===== src/rtl/mult_seq_if.sv =====
// Operand handshake, serial link to the downstream bit-serial multiplier,
// and the captured-result outputs of mult_seq.
interface mult_seq_if #(
    parameter int WIDTH = 8
);
    localparam int PW = 2 * WIDTH;

    logic             i_valid;
    logic             o_ready;
    logic [WIDTH-1:0] i_a;
    logic [WIDTH-1:0] i_b;
    logic             o_q;
    logic             o_m;
    logic             o_clr_n;
    logic [PW-1:0]    i_prd;
    logic [PW-1:0]    o_prd;
    logic             o_done;

    modport master (
        output i_valid,
        output i_a,
        output i_b,
        output i_prd,
        input  o_ready,
        input  o_q,
        input  o_m,
        input  o_clr_n,
        input  o_prd,
        input  o_done
    );

    modport slave (
        input  i_valid,
        input  i_a,
        input  i_b,
        input  i_prd,
        output o_ready,
        output o_q,
        output o_m,
        output o_clr_n,
        output o_prd,
        output o_done
    );
endinterface


===== src/rtl/mult_seq.sv =====
// Sequencer for a bit-serial multiplier: streams A<<j LSB first for each
// multiplier bit B[j], then captures the downstream product register.
module mult_seq #(
    parameter int WIDTH = 8
) (
    input  logic      i_clk,
    input  logic      i_nrst,
    mult_seq_if.slave bus
);
    localparam int PW = 2 * WIDTH;
    localparam int JW = (WIDTH > 1) ? $clog2(WIDTH) : 1;
    localparam int KW = $clog2(PW);

    localparam logic [1:0] S_IDLE  = 2'd0;
    localparam logic [1:0] S_CLEAR = 2'd1;
    localparam logic [1:0] S_RUN   = 2'd2;
    localparam logic [1:0] S_DONE  = 2'd3;

    localparam logic [JW-1:0] J_LAST = JW'(WIDTH - 1);
    localparam logic [KW-1:0] K_LAST = KW'(PW - 1);
    localparam logic [KW-1:0] K_WID  = KW'(WIDTH);

    logic [1:0]       state_q, state_d;
    logic [WIDTH-1:0] a_q, a_d;
    logic [WIDTH-1:0] b_q, b_d;
    logic [JW-1:0]    j_q, j_d;
    logic [KW-1:0]    k_q, k_d;
    logic             clr_n_q, clr_n_d;
    logic             done_q, done_d;
    logic [PW-1:0]    prd_q, prd_d;

    logic             run;
    logic [KW-1:0]    j_ext;
    logic [KW-1:0]    diff;
    logic             in_win;

    always_comb begin
        state_d = state_q;
        a_d     = a_q;
        b_d     = b_q;
        j_d     = j_q;
        k_d     = k_q;
        unique case (state_q)
            S_IDLE: begin
                if (bus.i_valid) begin
                    a_d     = bus.i_a;
                    b_d     = bus.i_b;
                    state_d = S_CLEAR;
                end
            end
            S_CLEAR: begin
                j_d     = '0;
                k_d     = '0;
                state_d = S_RUN;
            end
            S_RUN: begin
                if (k_q == K_LAST) begin
                    k_d = '0;
                    if (j_q == J_LAST) begin
                        j_d     = '0;
                        state_d = S_DONE;
                    end else begin
                        j_d = j_q + JW'(1);
                    end
                end else begin
                    k_d = k_q + KW'(1);
                end
            end
            S_DONE: begin
                state_d = S_IDLE;
            end
            default: begin
                state_d = S_IDLE;
            end
        endcase
    end

    // Clear is registered so the downstream sees a glitch-free low cycle.
    always_comb begin
        clr_n_d = (state_d != S_CLEAR);
        done_d  = (state_q == S_DONE);
        prd_d   = (state_q == S_DONE) ? bus.i_prd : prd_q;
    end

    always_ff @(posedge i_clk or negedge i_nrst) begin
        if (!i_nrst) begin
            state_q <= S_IDLE;
            a_q     <= '0;
            b_q     <= '0;
            j_q     <= '0;
            k_q     <= '0;
            clr_n_q <= 1'b0;
            done_q  <= 1'b0;
            prd_q   <= '0;
        end else begin
            state_q <= state_d;
            a_q     <= a_d;
            b_q     <= b_d;
            j_q     <= j_d;
            k_q     <= k_d;
            clr_n_q <= clr_n_d;
            done_q  <= done_d;
            prd_q   <= prd_d;
        end
    end

    // Window j <= k < j+WIDTH selects A[k-j]; outside it A<<j is zero.
    always_comb begin
        run    = (state_q == S_RUN);
        j_ext  = KW'(j_q);
        diff   = k_q - j_ext;
        in_win = (k_q >= j_ext) && (diff < K_WID);
    end

    assign bus.o_ready = (state_q == S_IDLE);
    assign bus.o_q     = run & b_q[j_q];
    assign bus.o_m     = run & in_win & a_q[diff[JW-1:0]];
    assign bus.o_clr_n = clr_n_q;
    assign bus.o_done  = done_q;
    assign bus.o_prd   = prd_q;
endmodule


===== src/flat_wrapper.sv =====
// flat-port wrapper written by rule: the top's interface ports become plain ports
module mult_seq_flat 
#(
    parameter int WIDTH = 8
)
  (i_clk, i_nrst, bus_i_valid, bus_i_a, bus_i_b, bus_i_prd, bus_o_ready, bus_o_q, bus_o_m, bus_o_clr_n, bus_o_prd, bus_o_done);
  mult_seq_if #(.WIDTH(WIDTH)) bus_i ();
  input  logic i_clk;
  input  logic i_nrst;
  input wire logic [$bits(bus_i.i_valid)-1:0] bus_i_valid;
  input wire logic [$bits(bus_i.i_a)-1:0] bus_i_a;
  input wire logic [$bits(bus_i.i_b)-1:0] bus_i_b;
  input wire logic [$bits(bus_i.i_prd)-1:0] bus_i_prd;
  output wire logic [$bits(bus_i.o_ready)-1:0] bus_o_ready;
  output wire logic [$bits(bus_i.o_q)-1:0] bus_o_q;
  output wire logic [$bits(bus_i.o_m)-1:0] bus_o_m;
  output wire logic [$bits(bus_i.o_clr_n)-1:0] bus_o_clr_n;
  output wire logic [$bits(bus_i.o_prd)-1:0] bus_o_prd;
  output wire logic [$bits(bus_i.o_done)-1:0] bus_o_done;
  assign bus_i.i_valid = bus_i_valid;
  assign bus_i.i_a = bus_i_a;
  assign bus_i.i_b = bus_i_b;
  assign bus_i.i_prd = bus_i_prd;
  assign bus_o_ready = bus_i.o_ready;
  assign bus_o_q = bus_i.o_q;
  assign bus_o_m = bus_i.o_m;
  assign bus_o_clr_n = bus_i.o_clr_n;
  assign bus_o_prd = bus_i.o_prd;
  assign bus_o_done = bus_i.o_done;
  mult_seq #(.WIDTH(WIDTH)) u_core (.i_clk(i_clk), .i_nrst(i_nrst), .bus(bus_i));
endmodule

===== config.mk =====
export PLATFORM = sky130hd
export DESIGN_NAME = mult_seq_flat
export DESIGN_NICKNAME = d
export VERILOG_FILES = /design/src/rtl/mult_seq_if.sv /design/src/rtl/mult_seq.sv /design/src/flat_wrapper.sv
export SDC_FILE = /design/constraint.sdc
export NUM_CORES = 1
export LEC_CHECK = 0
export BUFFER_PORTS_ARGS = -buffer_cell sky130_fd_sc_hd__buf_4
export CAP_MARGIN = 20
export CORE_UTILIZATION = 27
export DETAILED_ROUTE_END_ITERATION = 12
export PLACE_DENSITY_LB_ADDON = 0.05
export RECOVER_POWER = 50
export REMOVE_ABC_BUFFERS = 1
export SLEW_MARGIN = 5
export SYNTH_ARGS = -nofsm -noshare
export SYNTH_HDL_FRONTEND = slang
export SYNTH_SLANG_ARGS = --single-unit

===== constraint.sdc =====
create_clock -name i_clk -period 2.52 [get_ports i_clk]
set_input_delay 0.378 -clock i_clk [delete_from_list [all_inputs] [get_ports i_clk]]
set_output_delay 0.378 -clock i_clk [all_outputs]
set_load 0.01 [all_outputs]

# Word-level counts from Yosys, hierarchy flattened

Index checks and enable logic that the tools add are counted.

Flip-flop bits (word level): 43
Bits in latches: 0
Memory bits (writable): 0
Memory bits (read-only): 0
Input bits: 35
Output and inout port bits: 21
Logic and storage cells: 43
Memories kept: 0

Add/sub/neg operators: 3
Multiply operators: 0
Divide/modulo/power cells: 0
Order comparisons: 4
Equality and inequality tests: 7
Shifts and indexed selects: 0
Mux-type cells: 13
Bitwise gates (word level): 3
Reduce and logical (&&, ||, !) cells: 5

Operators with widths:

| cell                                                  | count |
|---|---|
| < comparator 3 x 4 -> 1 bit, second input constant    | 2 |
| one-hot mux 2 bit (4 select lines)                    | 1 |
| one-hot mux 4 bit (2 select lines)                    | 1 |
| binary-select mux 1 bit (select 3 bit)                | 2 |
| 2-to-1 mux 2 bit                                      | 3 |
| 2-to-1 mux 3 bit                                      | 2 |
| one-hot mux 3 bit (2 select lines)                    | 1 |
| adder 4 x 1 -> 4 bit, second input constant           | 1 |
| equality test 2 bit, second input constant            | 2 |
| equality test 4 bit, second input constant            | 1 |
| greater-or-equal comparator 4 x 3 -> 1 bit            | 1 |
| < comparator 4 bit, second input constant             | 1 |
| 2-to-1 mux 4 bit                                      | 1 |
| AND reduction 2 bit                                   | 2 |
| subtractor 4 x 3 -> 4 bit                             | 1 |
| adder 3 x 1 -> 3 bit, second input constant           | 1 |
| AND 1 bit                                             | 3 |
| equality test 3 bit, second input constant            | 1 |
| equality test 2 x 1 -> 1 bit, second input constant   | 1 |
| logical NOT 2 bit                                     | 1 |
| 2-to-1 mux 1 bit                                      | 2 |
| inequality test 2 x 1 -> 1 bit, second input constant | 1 |
| inequality test 2 bit, second input constant          | 1 |
| nonzero test 2 bit                                    | 1 |
| logical AND 1 bit                                     | 1 |

# Depth between registers and ports, before layout

Gate-level depths: netlist (run 1).

Depth in word-level cells: 5
Depth in mapped cells: 7
Gate-level depth less buffers: 7

# Worst setup path after synthesis (run 1)

OpenSTA, ideal clock, no wires.

Path kind: register to output
Start: register u_core.j_q[0]
End: output port bus_o_m
Data arrival time: 1836 ps
Data required time: 2142 ps
Slack: 306 ps
Cell stages (with the launch flop): 7
Path buffers: 0
Cells stage by stage: dfrtp_1 > ha_1 > inv_1 > fa_1 > mux4_1 > mux2i_1 > nor4bb_1

Word-level cells in the longest chain between the ends: 5
Elaborated cells on any way between the ends: 8
Those cells by class: add/sub: 1; order compare: 2; mux: 2; bitwise: 2; reduce/logical: 1

Ends and longest elaborated chain:

| item                      | RTL line           | RTL |
|---|---|---|
| start, declared           | mult_seq.sv:26     | `logic [JW-1:0] j_q, j_d;` |
| start signal, assigned    | mult_seq.sv:99     | `j_q <= j_d;` |
| subtractor 4 x 3 -> 4 bit | mult_seq.sv:111    | `diff = k_q - j_ext;` |
| < comparator 4 bit        | mult_seq.sv:112    | `in_win = (k_q >= j_ext) && (diff < K_WID);` |
| logical AND 1 bit         | mult_seq.sv:112    |  |
| AND 1 bit                 | mult_seq.sv:117    | `assign bus.o_m = run & in_win & a_q[diff[JW-1:0]];` |
| AND 1 bit (*)             | mult_seq.sv:117    |  |
| end, declared             | flat_wrapper.sv:16 | `output wire logic [$bits(bus_i.o_m)-1:0] bus_o_m;` |

Mark *: on every way between the ends. The rest lies on a longest branch, timed or not. The select of a mux whose other input is x is not followed.

# Final worst setup path (run 1)

Start: register u_core.k_q[0]
End: output port bus_o_m

Word-level cells in the longest chain between the ends: 5
Elaborated cells on any way between the ends: 8
Those cells by class: add/sub: 1; order compare: 2; mux: 2; bitwise: 2; reduce/logical: 1

Ends and longest elaborated chain:

| item                      | RTL line        | RTL |
|---|---|---|
| start, declared           | mult_seq.sv:27  | `logic [KW-1:0] k_q, k_d;` |
| start signal, assigned    | mult_seq.sv:100 | `k_q <= k_d;` |
| subtractor 4 x 3 -> 4 bit | mult_seq.sv:111 |  |
| < comparator 4 bit        | mult_seq.sv:112 |  |
| logical AND 1 bit         | mult_seq.sv:112 |  |
| AND 1 bit                 | mult_seq.sv:117 |  |
| AND 1 bit (*)             | mult_seq.sv:117 |  |

Marks and branches as above.

==> results of run 1 <==
[kinds of logic (layout without fill, tap and decap cells)]
group	Yosys count	after routing	synth area share [%]
flip-flops	43	43	54.6
multiplexers	37	37	23.7
AO/OA/AOI/OAI	15	15	4.82
buffers and inverters	14	77	2.92
adder cells (fa/ha/maj)	11	11	7.36
XOR/XNOR	1	1	0.444
AND/OR/NAND/NOR	24	24	6.16
[stage by stage]
stage	total power, µW	instances
after floorplan	704	141
after global placement	757	294
after detailed placement	759	294
after CTS	1310	303
after global routing	1360	304
final	1290	304
[state kept, by name, summed over array words and instances, names as in the netlist]
signal	flops
u_core.j_q	3
u_core.bus.o_prd	16
u_core.state_q	2
u_core.k_q	4
u_core.b_q	8
u_core.a_q	8
u_core.bus.o_done	1
u_core.bus.o_clr_n	1
[how the worst min path moves through the flow]
stage / start / to
4_1_cts: i_nrst / u_core.state_q[1]
5_1_grt: bus_i_prd[2] / u_core.bus.o_prd[2]
3_3_place_gp: i_nrst / u_core.state_q[0]
2_1_floorplan: i_nrst / u_core.a_q[0]
3_5_place_dp: i_nrst / u_core.state_q[1]
6_report: i_nrst / u_core.state_q[1]
[what timing repair did]
item | in CTS | in global routing
gates cloned | 0 | 0
buffers inserted | 1 | 1
resized for setup | 0 | 5
endpoints found under the setup margin | 1 | 1
hold buffers | 0 | 0
pin swaps | 1 | 2
[critical path, stage by stage (launching register included)]
cell      delay, ns
dfrtp_1        0.39
inv_2          0.08
ha_4           0.14
inv_2          0.04
fa_1           0.54
mux4_2         0.19
mux2i_1        0.07
nor4bb_1       0.31
buf_4          0.18
[power by group]
group | internal [µW] | total (µW) | switching [µW]
logic | 32.7 | 53.3 | 20.6
clock network | 295 | 548 | 252
registers | 689 | 689 | 0
total | 1020 | 1290 | 273
[cell usage in the layout, fill, tap and decap left out, types with 2 or more instances in the layout]
| cell type | n |
|---|---|
| nand3_1 | 6 |
| a21boi_0 | 2 |
| nand2_1 | 10 |
| inv_1 | 8 |
| nor2b_1 | 2 |
| clkbuf_8 | 5 |
| clkbuf_1 | 9 |
| o31ai_1 | 2 |
| inv_2 | 2 |
| buf_4 | 49 |
| o21ai_0 | 7 |
| mux2_2 | 32 |
| dfrtp_1 | 43 |
| ha_1 | 9 |
| mux4_2 | 3 |
[cell type report]
type / count / area, µm² / share of cell area (%)
Sequential cell: 43 / 1080 / 41.4
Multi-Input combinational cell: 88 / 847 / 32.6
Inverter: 10 / 37.5 / 1.44
Tap cell: 96 / 120 / 4.62
Timing Repair Buffer: 59 / 407 / 15.6
Clock inverter: 3 / 43.8 / 1.68
Clock buffer: 5 / 68.8 / 2.65
[routing by layer]
| metal | global-route usage [%] | up-vias |
|---|---|---|
| li1 | - | 641 |
| met4 | 4.02 | 0 |
| met1 | 15.7 | 650 |
| met2 | 19.5 | 35 |
| met3 | 3.60 | 7 |
| met5 | 0 | - |
==> flow_metrics.tcl, run 1 <==
set metrics [dict create \
    status "complete, but fails checks" \
    violations "negative setup slack" \
    track_usage_pct 12.2 \
    clock.fmax_ghz 0.381 \
    r2r-start "u_core.state_q[0]" \
    vias 1333 \
    avgViaCountPerCell 4.38 \
    synth_edf_count 0 \
    tritoncts "done" \
    syn_area_um2 1970 \
    root_buffer "clkbuf_8" \
    synthTopCellsByArea "dfrtp_1 (55%), mux2_2 (18%), ha_1 (6.3%)" \
    first_pass_iters 3 \
    finalCriticalPeriod_ns 2.62 \
    grt_pass1_vias 1394 \
    setup_ws_ns -0.103 \
    netlist_instances 145 \
    cp-end-kind "output pin" \
    p_leak_uw 0.00132 \
    place_congestion 0.718 \
    ys_ff_latch 43 \
    clock_latency_ns 0.30 \
    r2r_slack_ns 0.83 \
    tns_ns -0.103 \
    finalNetCount 253 \
    synth_commonest_cells "dfrtp_1 (43), mux2_2 (32), ha_1 (10), inv_1 (10), nand2_1 (10)" \
    synthArstFlopShare_pct 100 \
    grt_max_degree 44 \
    worst_slew_pin_slew_ns 1.10 \
    yosys_warnings 0 \
    dieWidth_um 87.5 \
    clk_path_buf_depth 2 \
    wl_met3_um 192 \
    hp-class "in -> async" \
    maxCapViolations 0 \
    grt.overflow.total 0 \
    antennaDiodeCount 0 \
    fill_cells 717 \
    grt_first_pass_wirelength_mm 6.91 \
    cts_sinks 43 \
    fin_util_pct 37.6 \
    ir_drop_mv 0.250 \
    ant_nets 0 \
    arrival_ns 2.24 \
    dp_hpwl_mm 3.06 \
    start_util_pct 28.6 \
    yosysTopAreaCell "dfrtp_1" \
    ys_seq_area_share_pct 54.6 \
    yosysTopAreaCellShare_pct 54.6 \
    yosysMostFrequentCell "dfrtp_1" \
    fin_crit_sh_pct 104 \
    wl_met1_mm 1.84 \
    timing.critical_path.from "u_core.k_q[0]" \
    hold_slack_ns 0.276 \
    hold_viol_final 0 \
    r2r_cells 6 \
    rsz0062_at_grt "true" \
    finalSetupViolCount 1 \
    wl_met2_mm 2.07 \
    io_pins 56 \
    area_delta_synth_final_pct 31.9 \
    die_h_um 87.5 \
    maxUsedRoutingLayer "met4" \
    synth_ff_type "dfrtp_1" \
    wl_per_cell_um 13.8 \
    portBuffers 55 \
    antenna_found_initial 0 \
    start_kind "flop" \
    dp_slack_ns 0.174 \
    slew_violations 0 \
    avgSynthCellArea_um2 13.6 \
    crit_type "reg -> out" \
    core-area_um2 6910 \
    powerDensity_nw_per_um2 496 \
    dr.first_iter.drc_count 91 \
    path_max_fanout 2 \
    cp.required_ns 2.14 \
    rows 30 \
    placed_cell_area_um2 2500 \
    cts_htree_levels 2 \
    drive_gt1_share_pct 46.2 \
    relSlewSlack_pct 26.7 \
    wl_mm 4.19 \
    die_area_um2 7650 \
    numCtsBuffers 5 \
    path_clk_slew_ns 0.09 \
    drc 0 \
    reg2reg_to "u_core.bus.o_clr_n" \
    skew_ns 0.00250 \
    ys_types 26 \
    critPathCapture "bus_o_m" \
    final_area_um2 2600 \
]
Power figures use the tool's default switching activity.
==> inputs of run 2 (changes only) <==
--- a/config.mk
+++ b/config.mk
@@ -11,8 +11,8 @@
 export DETAILED_ROUTE_END_ITERATION = 12
 export PLACE_DENSITY_LB_ADDON = 0.05
 export RECOVER_POWER = 50
-export REMOVE_ABC_BUFFERS = 1
 export SLEW_MARGIN = 5
 export SYNTH_ARGS = -nofsm -noshare
 export SYNTH_HDL_FRONTEND = slang
 export SYNTH_SLANG_ARGS = --single-unit
+export TNS_END_PERCENT = 30
==> run 2 against run 1 <==
Against the previous run:
- the flow still finishes with violations (negative setup slack)
- sequential power hardly changed
- clock skew is 0.0023 ns higher
- register-to-register slack worse by 0.10 ns
- combinational power is 2% lower
- highest routed layer unchanged
==> flow_metrics.tcl, run 2 (synthesis results as in run 1) <==
set metrics [dict create \
    rsz0062_at_grt "true" \
    slew_violations 0 \
    io_pins 56 \
    path_clk_slew_ns 0.08 \
    drive_gt1_share_pct 45.9 \
    clock.fmax_ghz 0.396 \
    arrival_ns 2.15 \
    placed_cell_area_um2 2490 \
    final_cells 303 \
    wl_per_cell_um 13.1 \
    drc 0 \
    rows 30 \
    numCtsBuffers 5 \
    clock_latency_ns 0.29 \
    wl_mm 3.96 \
    final_area_um2 2600 \
    die_area_um2 7650 \
    setup_ws_ns -0.00349 \
    first_pass_iters 6 \
    area_delta_synth_final_pct 31.7 \
    antenna_found_initial 0 \
    track_usage_pct 11.6 \
    layout_common_cells "buf_4 (48), dfrtp_1 (43), mux2_2 (32), nand2_1 (10)" \
    dr.first_iter.drc_count 43 \
    finalCriticalPeriod_ns 2.52 \
    place_inst 293 \
    avgViaCountPerCell 4.51 \
    antennaDiodeCount 0 \
    vias 1367 \
    timing.critical_path.from "u_core.k_q[0]" \
    cts_sinks 43 \
    hold_viol_final 0 \
    fin_util_pct 37.6 \
    worst_slew_pin_slew_ns 1.09 \
    ant_nets 0 \
    hp-class "in -> async" \
    portBuffers 55 \
    mappedNetlistNets 191 \
    start_kind "flop" \
    fill_cells 696 \
    ir_drop_mv 0.160 \
    place_congestion 0.736 \
    r2r-start "u_core.state_q[0]" \
    cp.required_ns 2.14 \
    maxCapViolations 0 \
    p_leak_uw 0.00132 \
    status "complete, but fails checks" \
    die_h_um 87.5 \
    powerDensity_nw_per_um2 499 \
    cts_htree_levels 2 \
    grt_first_pass_wirelength_mm 6.75 \
    multiInputGateArea_um2 847 \
    cp-end-kind "output pin" \
    start_util_pct 28.6 \
    fin_crit_sh_pct 100 \
    grt_max_degree 44 \
    finalNetCount 252 \
    relSlewSlack_pct 27.6 \
    r2r_cells 4 \
    dp_hpwl_mm 2.93 \
    path_max_fanout 2 \
    finalSetupViolCount 1 \
    tritoncts "done" \
    grt_pass1_vias 1457 \
    violations "negative setup slack" \
    regArea_um2 1080 \
    core-area_um2 6910 \
    layout_commonest_cell "buf_4" \
    dieWidth_um 87.5 \
    skew_ns 0.00479 \
    grt.overflow.total 0 \
    clk_path_buf_depth 2 \
    largest_register_ffs 16 \
    root_buffer "clkbuf_8" \
    crit_type "reg -> out" \
]
[run 2: cell count changes in the layout (fill, tap and decap cells not counted), sizes merged]
cell and delta:
clkinv -1, buf -1, clkbuf +1
[run 2: final timing paths]
| kind | endpoint | slack (ns) |
|---|---|---|
| setup / recovery | bus_o_m | -0.003 |
| hold / removal | u_core.bus.o_prd[3] | 0.27 |
| setup reg to reg | u_core.a_q[7] | 0.73 |
| hold reg to reg | u_core.b_q[2] | 0.51 |
| max in group asynchronous | u_core.a_q[6] | 1.59 |
| min in group i_clk | u_core.bus.o_prd[3] | 0.31 |
[run 2: worst max-delay path: stages, from the launching register on]
cell and delay [ns]:
dfrtp_1 0.39, inv_2 0.08, ha_4 0.13, inv_2 0.03
fa_1 0.47, mux4_2 0.24, mux2i_1 0.06, nor4bb_1 0.28
buf_4 0.17
[run 2: stage by stage]
stage / power [µW] / setup TNS, ns / setup slack (ns) / hold slack, ns
finish: 1300 / -0.00349 / -0.00349 / 0.272
global route: 1370 / -0.145 / -0.145 / 0.296
CTS: 1320 / -0.0762 / -0.0762 / 0.0832
detailed placement: 758 / 0 / 0.219 / 0.413
global placement: 756 / 0 / 0.296 / 0.404
floorplan: 704 / 0 / 0.306 / 0.0824
[run 2: final cells by class]
cell class                 count  area share [%]
sequential                    43            41.4
multi-input combinational     88            32.6
timing repair buffer          58            15.4
tap                           96            4.62
clock buffer                   6            3.18
inverter                      10            1.45
clock inverter                 2            1.35
[run 2: power by group]
| part | switching [µW] | internal [µW] |
|---|---|---|
| Combinational | 19.8 | 32.6 |
| Clock | 235 | 321 |
| Sequential | 0 | 689 |
[run 2: routing by layer]
metal | global-route usage [%] | wire, µm | vias to the layer above
met1 | 13.3 | 1640 | 686
met2 | 20.2 | 2020 | 36
met4 | 4.47 | 58 | 0
li1 | - | - | 639
met5 | 0 | 0 | -
met3 | 3.51 | 232 | 6
[run 2: repair_timing]
action | in CTS | in global routing
hold buffers | 0 | 0
pin swaps | 3 | 2
setup endpoints to repair | 1 | 1
gates resized for setup | 5 | 0
setup buffers | 1 | 1
==> inputs of run 3 (changes only) <==
--- a/config.mk
+++ b/config.mk
@@ -8,8 +8,8 @@
 export BUFFER_PORTS_ARGS = -buffer_cell sky130_fd_sc_hd__buf_4
 export CAP_MARGIN = 20
 export CORE_UTILIZATION = 27
+export CTS_CLUSTER_DIAMETER = 100
 export DETAILED_ROUTE_END_ITERATION = 12
-export PLACE_DENSITY_LB_ADDON = 0.05
 export RECOVER_POWER = 50
 export SLEW_MARGIN = 5
 export SYNTH_ARGS = -nofsm -noshare
==> run 3 against run 2 <==
Against the previous run:
- the run still ends with negative setup slack left
- combinational power hardly changed
- wire length is 0.91% lower
- sequential cell count stayed put
==> flow_metrics.tcl, run 3 (synthesis results as in run 1) <==
set metrics [dict create \
    cp_top_family "adder cells" \
    path_buf_inv 3 \
    fill_cells 721 \
    slew_violations 0 \
    cp-end-kind "output pin" \
    clk_path_buf_depth 2 \
    dr.first_iter.drc_count 59 \
    path_clk_slew_ns 0.08 \
    grt_max_degree 44 \
    slowest_delay_ns 0.55 \
    vias 1375 \
    powerDensity_nw_per_um2 471 \
    ant_nets 0 \
    die_area_um2 7650 \
    avgViaCountPerCell 4.48 \
    area_delta_synth_final_pct 32.4 \
    track_usage_pct 11.3 \
    r2r_slack_ns 0.66 \
    numCtsBuffers 5 \
    drive_gt1_share_pct 46.4 \
    clock_latency_ns 0.29 \
    cts_sinks 43 \
    relSlewSlack_pct 26.3 \
    mappedNetlistNets 191 \
    arrival_ns 2.22 \
    io_pins 56 \
    die_h_um 87.5 \
    path_max_fanout 2 \
    worstPathCellList "inv_2, ha_4, inv_2, fa_1, mux4_2, mux2i_1, nor4bb_1, buf_4" \
    place_congestion 0.711 \
    setup_ws_ns -0.0793 \
    layout_common_cells "buf_4 (52), dfrtp_1 (43), mux2_2 (32), nand2_1 (10), clkbuf_1 (10)" \
    dieWidth_um 87.5 \
    hp-class "in -> async" \
    layout_commonest_cell "buf_4" \
    tritoncts "done" \
    critPathSlowestCell "fa_1" \
    cts_htree_levels 2 \
    maxCapViolations 0 \
    cp.required_ns 2.14 \
    finalCriticalPeriod_ns 2.60 \
    start_kind "flop" \
    grt.overflow.total 0 \
    grt_first_pass_wirelength_mm 6.47 \
    finalNetCount 256 \
    crit_type "reg -> out" \
    antenna_found_initial 0 \
    ir_drop_mv 0.208 \
    portBuffers 55 \
    tns_ns -0.0793 \
    skew_ns 0.00533 \
    violations "negative setup slack" \
    p_leak_uw 0.00133 \
    root_buffer "clkbuf_8" \
    grt_pass1_vias 1363 \
    antennaDiodeCount 0 \
    finalSetupViolCount 1 \
    crit_top_cell "inv_2" \
    power_uw 1230 \
    worst_slew_pin_slew_ns 1.11 \
    clock.fmax_ghz 0.385 \
    start_util_pct 28.6 \
    ctsHoldBuffers 0 \
    fin_crit_sh_pct 103 \
    status "complete, but fails checks" \
    hold_viol_final 0 \
    wl_per_cell_um 12.8 \
    core-area_um2 6910 \
    largest_register_ffs 16 \
    first_pass_iters 2 \
    rsz0062_at_grt "true" \
    dp_hpwl_mm 2.69 \
    drc 0 \
    wl_mm 3.92 \
    rows 30 \
]
## run 3: power breakdown
| group | internal, µW | switching (µW) | leakage [µW] |
|---|---|---|---|
| sequential | 689 | 0 | 0.000581 |
| clock | 251 | 238 | 0.0000515 |
| combinational | 32.6 | 19.7 | 0.000697 |
## run 3: cell type report
cell class                      instances  area [µm²]  area share, %
Clock buffer                            8         100           3.84
Inverter                               10        37.5           1.44
Multi-Input combinational cell         88         847           32.5
Sequential cell                        43        1080           41.2
Tap cell                               96         120           4.60
Timing Repair Buffer                   62         429           16.4
## run 3: final timing paths
check / startpoint / cells past startpoint / endpoint
max in group asynchronous: i_nrst / 1 / u_core.bus.o_prd[7]
hold reg to reg: u_core.bus.o_prd[1] / 1 / u_core.bus.o_prd[1]
setup reg to reg: u_core.state_q[0] / 3 / u_core.bus.o_prd[5]
hold / removal: i_nrst / 1 / u_core.a_q[7]
setup / recovery: u_core.k_q[0] / 8 / bus_o_m
min in group i_clk: bus_i_a[7] / 2 / u_core.a_q[7]
## run 3: metrics by stage
step | utilization, % | instances | hold WS [ns] | area, µm² | setup slack (ns)
2_1_floorplan | - | 145 | 0.0824 | 1970 | 0.306
3_3_place_gp | 36.3 | 295 | 0.417 | 2510 | 0.245
6_report | 37.8 | 307 | 0.282 | 2610 | -0.0793
5_1_grt | 37.8 | 307 | 0.295 | 2610 | -0.202
4_1_cts | 37.9 | 304 | 0.0980 | 2620 | -0.126
3_5_place_dp | 36.3 | 295 | 0.421 | 2510 | 0.190
## run 3: timing repair
item,4_1_cts,5_1_grt
endpoints found under the setup margin,1,1
gates resized for setup,0,5
buffers inserted,1,3
pin swaps,1,3
## run 3: worst reg2reg max path: cells and delay by family (launching register included)
family	cells	cell delay (ns)
buffers and inverters	1	0.75
multiplexers	1	0.43
flip-flops	1	0.41
adder cells (fa/ha/maj)	1	0.16
## run 3: routing by layer
layer	share of wire [%]	track usage [%]	up-vias
met3	3.9	3.03	5
met1	47	14.7	694
met5	0	0	-
li1	-	-	649
met4	1.6	4.47	0
met2	47	18.0	27
